## config.mk

```make
export PLATFORM = sky130hd
export DESIGN_NAME = vga_sync_receptor
export DESIGN_NICKNAME = d
export VERILOG_FILES = /design/src/rtl/vga_sync_receptor.sv
export SDC_FILE = /design/constraint.sdc
export NUM_CORES = 1
export LEC_CHECK = 0
export CORE_MARGIN = 2
export CORE_UTILIZATION = 50
export CTS_CLUSTER_DIAMETER = 150
export CTS_CLUSTER_SIZE = 10
export DETAILED_ROUTE_END_ITERATION = 10
export DONT_BUFFER_PORTS = 1
export HOLD_SLACK_MARGIN = 0.15
export PLACE_DENSITY = 0.77
export RECOVER_POWER = 50
export SLEW_MARGIN = 20
export SYNTH_ARGS = -nofsm -noshare
export SYNTH_HDL_FRONTEND = slang
export SYNTH_SLANG_ARGS = --single-unit
export TNS_END_PERCENT = 100
```

## constraint.sdc

```tcl
create_clock -name clk -period 4.1 [get_ports clk]
set_input_delay 0.615 -clock clk [delete_from_list [all_inputs] [get_ports clk]]
set_output_delay 0.615 -clock clk [all_outputs]
set_load 0.01 [all_outputs]
```

## src/rtl/vga_sync_receptor.sv

```systemverilog
// VGA 800x525 timing receptor: recovers (x,y) from hsync/vsync, tracks lock and counts timing errors.
// Optional macro VGA_RX_DE_CHECK_EN adds a video_on vs. raster-position check while locked.
module vga_sync_receptor (
  input  logic       clk,
  input  logic       reset,
  input  logic       hsync,
  input  logic       vsync,
  input  logic       video_on,
  output logic [9:0] x,
  output logic [9:0] y,
  output logic       pixel_valid,
  output logic       locked,
  output logic       frame_start,
  output logic       sync_err,
  output logic [7:0] err_count
);
  localparam logic [9:0] H_LAST = 10'd799;
  localparam logic [9:0] V_LAST = 10'd524;
  localparam logic [9:0] H_FALL = 10'd656;
  localparam logic [9:0] V_FALL = 10'd490;
  localparam logic [9:0] H_VIS  = 10'd640;
  localparam logic [9:0] V_VIS  = 10'd480;

  typedef enum logic [1:0] {SEARCH = 2'd0, LINE = 2'd1, LOCKED = 2'd2} state_t;

  state_t     state, state_nxt;
  logic [1:0] hs_pipe, vs_pipe;
  logic       h_fall, v_fall;
  logic       x_wrap;
  logic [9:0] x_pred, y_pred, x_nxt, y_nxt;
  logic       h_bad, v_bad, de_bad, viol;

  // [0] holds the newest sample, [1] the one before it
  always_ff @(posedge clk) begin
    if (reset) begin
      hs_pipe <= 2'b11;
      vs_pipe <= 2'b11;
    end else begin
      hs_pipe <= {hs_pipe[0], hsync};
      vs_pipe <= {vs_pipe[0], vsync};
    end
  end

  assign h_fall = hs_pipe[1] & ~hs_pipe[0];
  assign v_fall = vs_pipe[1] & ~vs_pipe[0];

  // Position the newest sample should have if the timing is intact
  assign x_wrap = (x == H_LAST);
  assign x_pred = x_wrap ? 10'd0 : x + 10'd1;
  assign y_pred = !x_wrap ? y : ((y == V_LAST) ? 10'd0 : y + 10'd1);

`ifdef VGA_RX_DE_CHECK_EN
  // Only the stage aligned with the sample under evaluation is needed here
  logic de_q;
  always_ff @(posedge clk) begin
    if (reset) de_q <= 1'b1;
    else       de_q <= video_on;
  end
  assign de_bad = de_q != ((x_pred < H_VIS) && (y_pred < V_VIS));
`else
  logic unused_video_on;
  assign unused_video_on = video_on;
  assign de_bad = 1'b0;
`endif

  // Each sync edge must land exactly on its predicted slot, and vice versa
  assign h_bad = h_fall != (x_pred == H_FALL);
  assign v_bad = v_fall != ((x_pred == 10'd0) && (y_pred == V_FALL));
  assign viol  = (state == LOCKED) && (h_bad || v_bad || de_bad);

  always_ff @(posedge clk) begin
    if (reset) state <= SEARCH;
    else       state <= state_nxt;
  end

  always_comb begin
    state_nxt = state;
    unique case (state)
      SEARCH: if (h_fall) state_nxt = LINE;
      // hsync is applied first: a coincident hsync fall puts x at 656, never 0
      LINE:   if (v_fall) state_nxt = (!h_fall && x_pred == 10'd0) ? LOCKED : SEARCH;
      LOCKED: if (viol) state_nxt = SEARCH;
      default: state_nxt = SEARCH;
    endcase
  end

  always_comb begin
    x_nxt = 10'd0;
    y_nxt = 10'd0;
    unique case (state)
      SEARCH: if (h_fall) x_nxt = H_FALL;
      LINE: begin
        x_nxt = h_fall ? H_FALL : x_pred;
        if (v_fall) begin
          if (state_nxt == LOCKED) y_nxt = V_FALL;
          else                     x_nxt = 10'd0;
        end
      end
      LOCKED: if (!viol) begin
        x_nxt = x_pred;
        y_nxt = y_pred;
      end
      default: ;
    endcase
  end

  always_ff @(posedge clk) begin
    if (reset) begin
      x         <= 10'd0;
      y         <= 10'd0;
      sync_err  <= 1'b0;
      err_count <= 8'd0;
    end else begin
      x        <= x_nxt;
      y        <= y_nxt;
      sync_err <= viol;
      if (viol && err_count != 8'hFF) err_count <= err_count + 8'd1;
    end
  end

  always_comb begin
    locked      = (state == LOCKED);
    pixel_valid = locked && (x < H_VIS) && (y < V_VIS);
    frame_start = locked && (x == 10'd0) && (y == 10'd0);
  end

endmodule

```

==> results by group <==
Power and ir drop
  • Sequential power share: 49.3%
  • Sw Ratio: a little over a fifth
  • Max VDD drop: 219 uV
  • Logic pwr share: 3.8%
  • LEAKAGE: 0.746 nW
  • Clock group share of total power: about 47%
  • Internal: 552 uW
  • Net switching power: approximately 150 uW
  • Power Density: slightly above 300 mW/mm2

CTS
  • Clk_lat worst skew: 300 ps
  • Worst-path clk slew: ~80 ps
  • CTS max path bufs: 2
  • Hold_buf cts: 0
  • Clock Sinks: 35
  • H-tree lvl count: 2
  • Post-CTS setup buffer count: 0
  • CTS tree: yes
  • Clock Root Buffer: clkbuf_8
  • TritonCTS Buffers: 5
  • PostCTS Resize Cnt: 0

Timing
  • Fmax: 268 MHz
  • Slew Limit Fails: 0
  • Slew headroom: between 50% and 60%
  • Fin Setup TNS: 0 ps
  • Unrepaired setup endpoints after global routing: no
  • Fin. Hold Viols: 0
  • Minimum hold slack: roughly 380 ps
  • Slew @ Worst Pin: 650 ps
  • Worst Skew: around 9.0 ps
  • Setup violations, final: 0
  • Final Cycle Share: 91.1%
  • Min Clock Period, post-route: roughly 3700 ps

Cells and area
  • Non-Filler Instances: roughly 310
  • Antenna diode count: 0
  • Final core occ: roughly 57%
  • Final nets: between 200 and 300
  • Final Cell Area: around 0.0023 mm2
  • Area Growth Syn to Fin: 8.20%
  • Share of layout cells above drive strength 1: 9.54%

Placed design
  • IO Port Bufs: 0
  • Post-DP Area: around 0.0022 mm2
  • Detailed placement HPWL: 3.38 mm
  • Placed Cells incl. Taps: around 300
  • RD Place Congestion: about 0.9

Critical path
  • Crit path DAT: between 3000 and 4000 ps
  • Critical path launch point type: register
  • CP required: around 4300 ps
  • Crit path capture type: register
  • R2R cell count: 11
  • Crit path max fanout: 8
  • Critical Setup Path Class: register to register

Global route
  • First-pass GRT wire length: 8.09 mm
  • Vias in the first global route: 1812
  • Initial antenna violation count: 0
  • Pin count of the biggest net entering global routing: 19
  • Total gr overflow: 0
  • Tot GR Track Use: between 20% and 30%

Floorplanning
  • Die Width: roughly 69 um
  • Die H: around 69 um
  • CORE AREA: roughly 0.0040 mm2
  • Starting density of the core: 52.6%
  • Full die area: 0.00478 mm2
  • I/O pin cnt: 37
  • Row count: 23

Worst hold path
  • Hold Crit Depth: 1
  • Worst hold path type: input pin to register

Run
  • Maxcap violations: 0

Logic synthesis
  • Synthesized area: roughly 0.0021 mm2
  • Area share of the largest cell type after synthesis: about 33%
  • Synthesized net count: roughly 270
  • Main synth FF type: dfxtp_1
  • Syn avg cell area: ~8.2 um2
  • YS warnings: 0
  • Sequential share of the synthesized area: 33.0%
  • Top cells by area, synth: dfxtp_1, ha_1, nor2_1
  • Post-synth top cells: dfxtp_1, nor2_1, nand3_1, inv_1, o21ai_0
  • Count leader, synth: dfxtp_1
  • #FFs+latches synth: 35
  • EDFF count, synth: 0
  • Number of library cell types mapped by synthesis: 57
  • Synth area leader: dfxtp_1
  • Async S/R FF share, synth: 0%
  • Post-Synthesis Cells: ~260

Status
  • Outcome: completed

Drt
  • Drt total wl: around 4.8 mm
  • DR WL/cell: between 15 and 20 um
  • ANT nets after route: 0
  • DR vias/cell: 6.10
  • Initial drt markers: 179
  • Routed vias: 1903
  • DRC: 0
  • Initial DRT Pass Iterations: 4
==> cell type report <==
cell class / count / area (um2)
multi-input combinational: 197 / 1310
clock inverter: 2 / 35.0
timing repair buffer: 8 / 56.3
fill: 380 / 1730
sequential: 35 / 701
inverter: 14 / 52.6
tap: 50 / 62.6
clock buffer: 6 / 82.6
==> per-layer routing <==
layer,GRT usage [%],vias up,share of wire (%)
li1,-,962,-
met1,25.8,879,46
met2,32.9,52,46
met3,5.99,10,5.4
met4,7.19,0,2.0
met5,0,-,0
==> flip-flops by register name (all words and copies together), names as in the netlist <==
signal / count
y: 10
hs_pipe: 2
state: 2
x: 10
err_count: 8
sync_err: 1
vs_pipe: 2
==> placed cells by master, fill, tap and decap left out, types with 2 or more instances in the layout <==
| cell | synthesis | layout |
|---|---|---|
| a2111oi_0 | 2 | 2 |
| a211oi_1 | 2 | 2 |
| a21boi_0 | 2 | 2 |
| a21oi_1 | 11 | 11 |
| a22oi_1 | 3 | 3 |
| and2_1 | 2 | 2 |
| and3_1 | 4 | 4 |
| buf_4 | 0 | 7 |
| clkbuf_8 | 0 | 6 |
| dfxtp_1 | 35 | 35 |
| ha_1 | 9 | 9 |
| inv_1 | 14 | 14 |
| mux2i_1 | 3 | 3 |
| nand2_1 | 7 | 7 |
| nand2b_1 | 4 | 4 |
| nand3_1 | 15 | 15 |
| nand3b_1 | 2 | 2 |
| nand4_1 | 9 | 9 |
| nor2_1 | 25 | 25 |
| nor2b_1 | 3 | 3 |
| nor3_1 | 9 | 9 |
| nor4_1 | 6 | 6 |
| nor4b_1 | 3 | 3 |
| o211ai_1 | 2 | 2 |
| o21a_1 | 2 | 2 |
| o21ai_0 | 12 | 12 |
| o21ai_1 | 6 | 6 |
| o31a_1 | 2 | 2 |
| o31ai_1 | 3 | 3 |
| or2_2 | 5 | 5 |
| or3_1 | 7 | 7 |
| or4_1 | 2 | 2 |
| xnor2_1 | 10 | 10 |
| xor2_1 | 4 | 4 |
==> through the flow <==
step,power (mW),setup WS (ps)
final,0.706,364
after floorplan,0.379,599
after global routing,0.727,17.9
after global placement,0.382,417
after detailed placement,0.383,371
after CTS,0.708,330
==> power by group through the flow <==
stage | Combinational [mW] | Sequential (mW) | Clock [mW]
2_1_floorplan | 0.0240 | 0.355 | 0
3_3_place_gp | 0.0258 | 0.356 | 0
3_5_place_dp | 0.0265 | 0.356 | 0
4_1_cts | 0.0267 | 0.348 | 0.333
5_1_grt | 0.0298 | 0.349 | 0.349
6_report | 0.0267 | 0.348 | 0.331
==> final timing paths <==
check,from,endpoint,slack [ps]
min reg2reg,vs_pipe[0]$_SDFF_PP1_,vs_pipe[1]$_SDFF_PP1_,470
max reg2reg,x[0]$_SDFF_PP0_,err_count[4]$_SDFFE_PP0P_,360
min,reset,err_count[7]$_SDFFE_PP0P_,380
max,x[0]$_SDFF_PP0_,err_count[4]$_SDFFE_PP0P_,360
==> worst max-delay path: stages (launching register included) <==
cell,delay [ps]
dfxtp_1,460
ha_1,290
nand4_2,130
or3_4,420
or3_1,370
a2111o_1,450
nor4_4,320
xnor2_1,260
o211ai_1,250
buf_4,240
or3_1,340
a21oi_1,140
==> cell families after synthesis <==
kind of cell / count (synthesis) / share of synthesized area (%)
AOI/OAI and AO/OA: 58 / 18.0
xor gates and xnor gates: 14 / 5.78
adders and majority gates: 9 / 5.31
buffers and inverters: 27 / 5.84
DFF: 35 / 33.0
muxes: 3 / 1.42
and+or+nand+nor: 113 / 30.6
(Power assumes the default switching activity.)
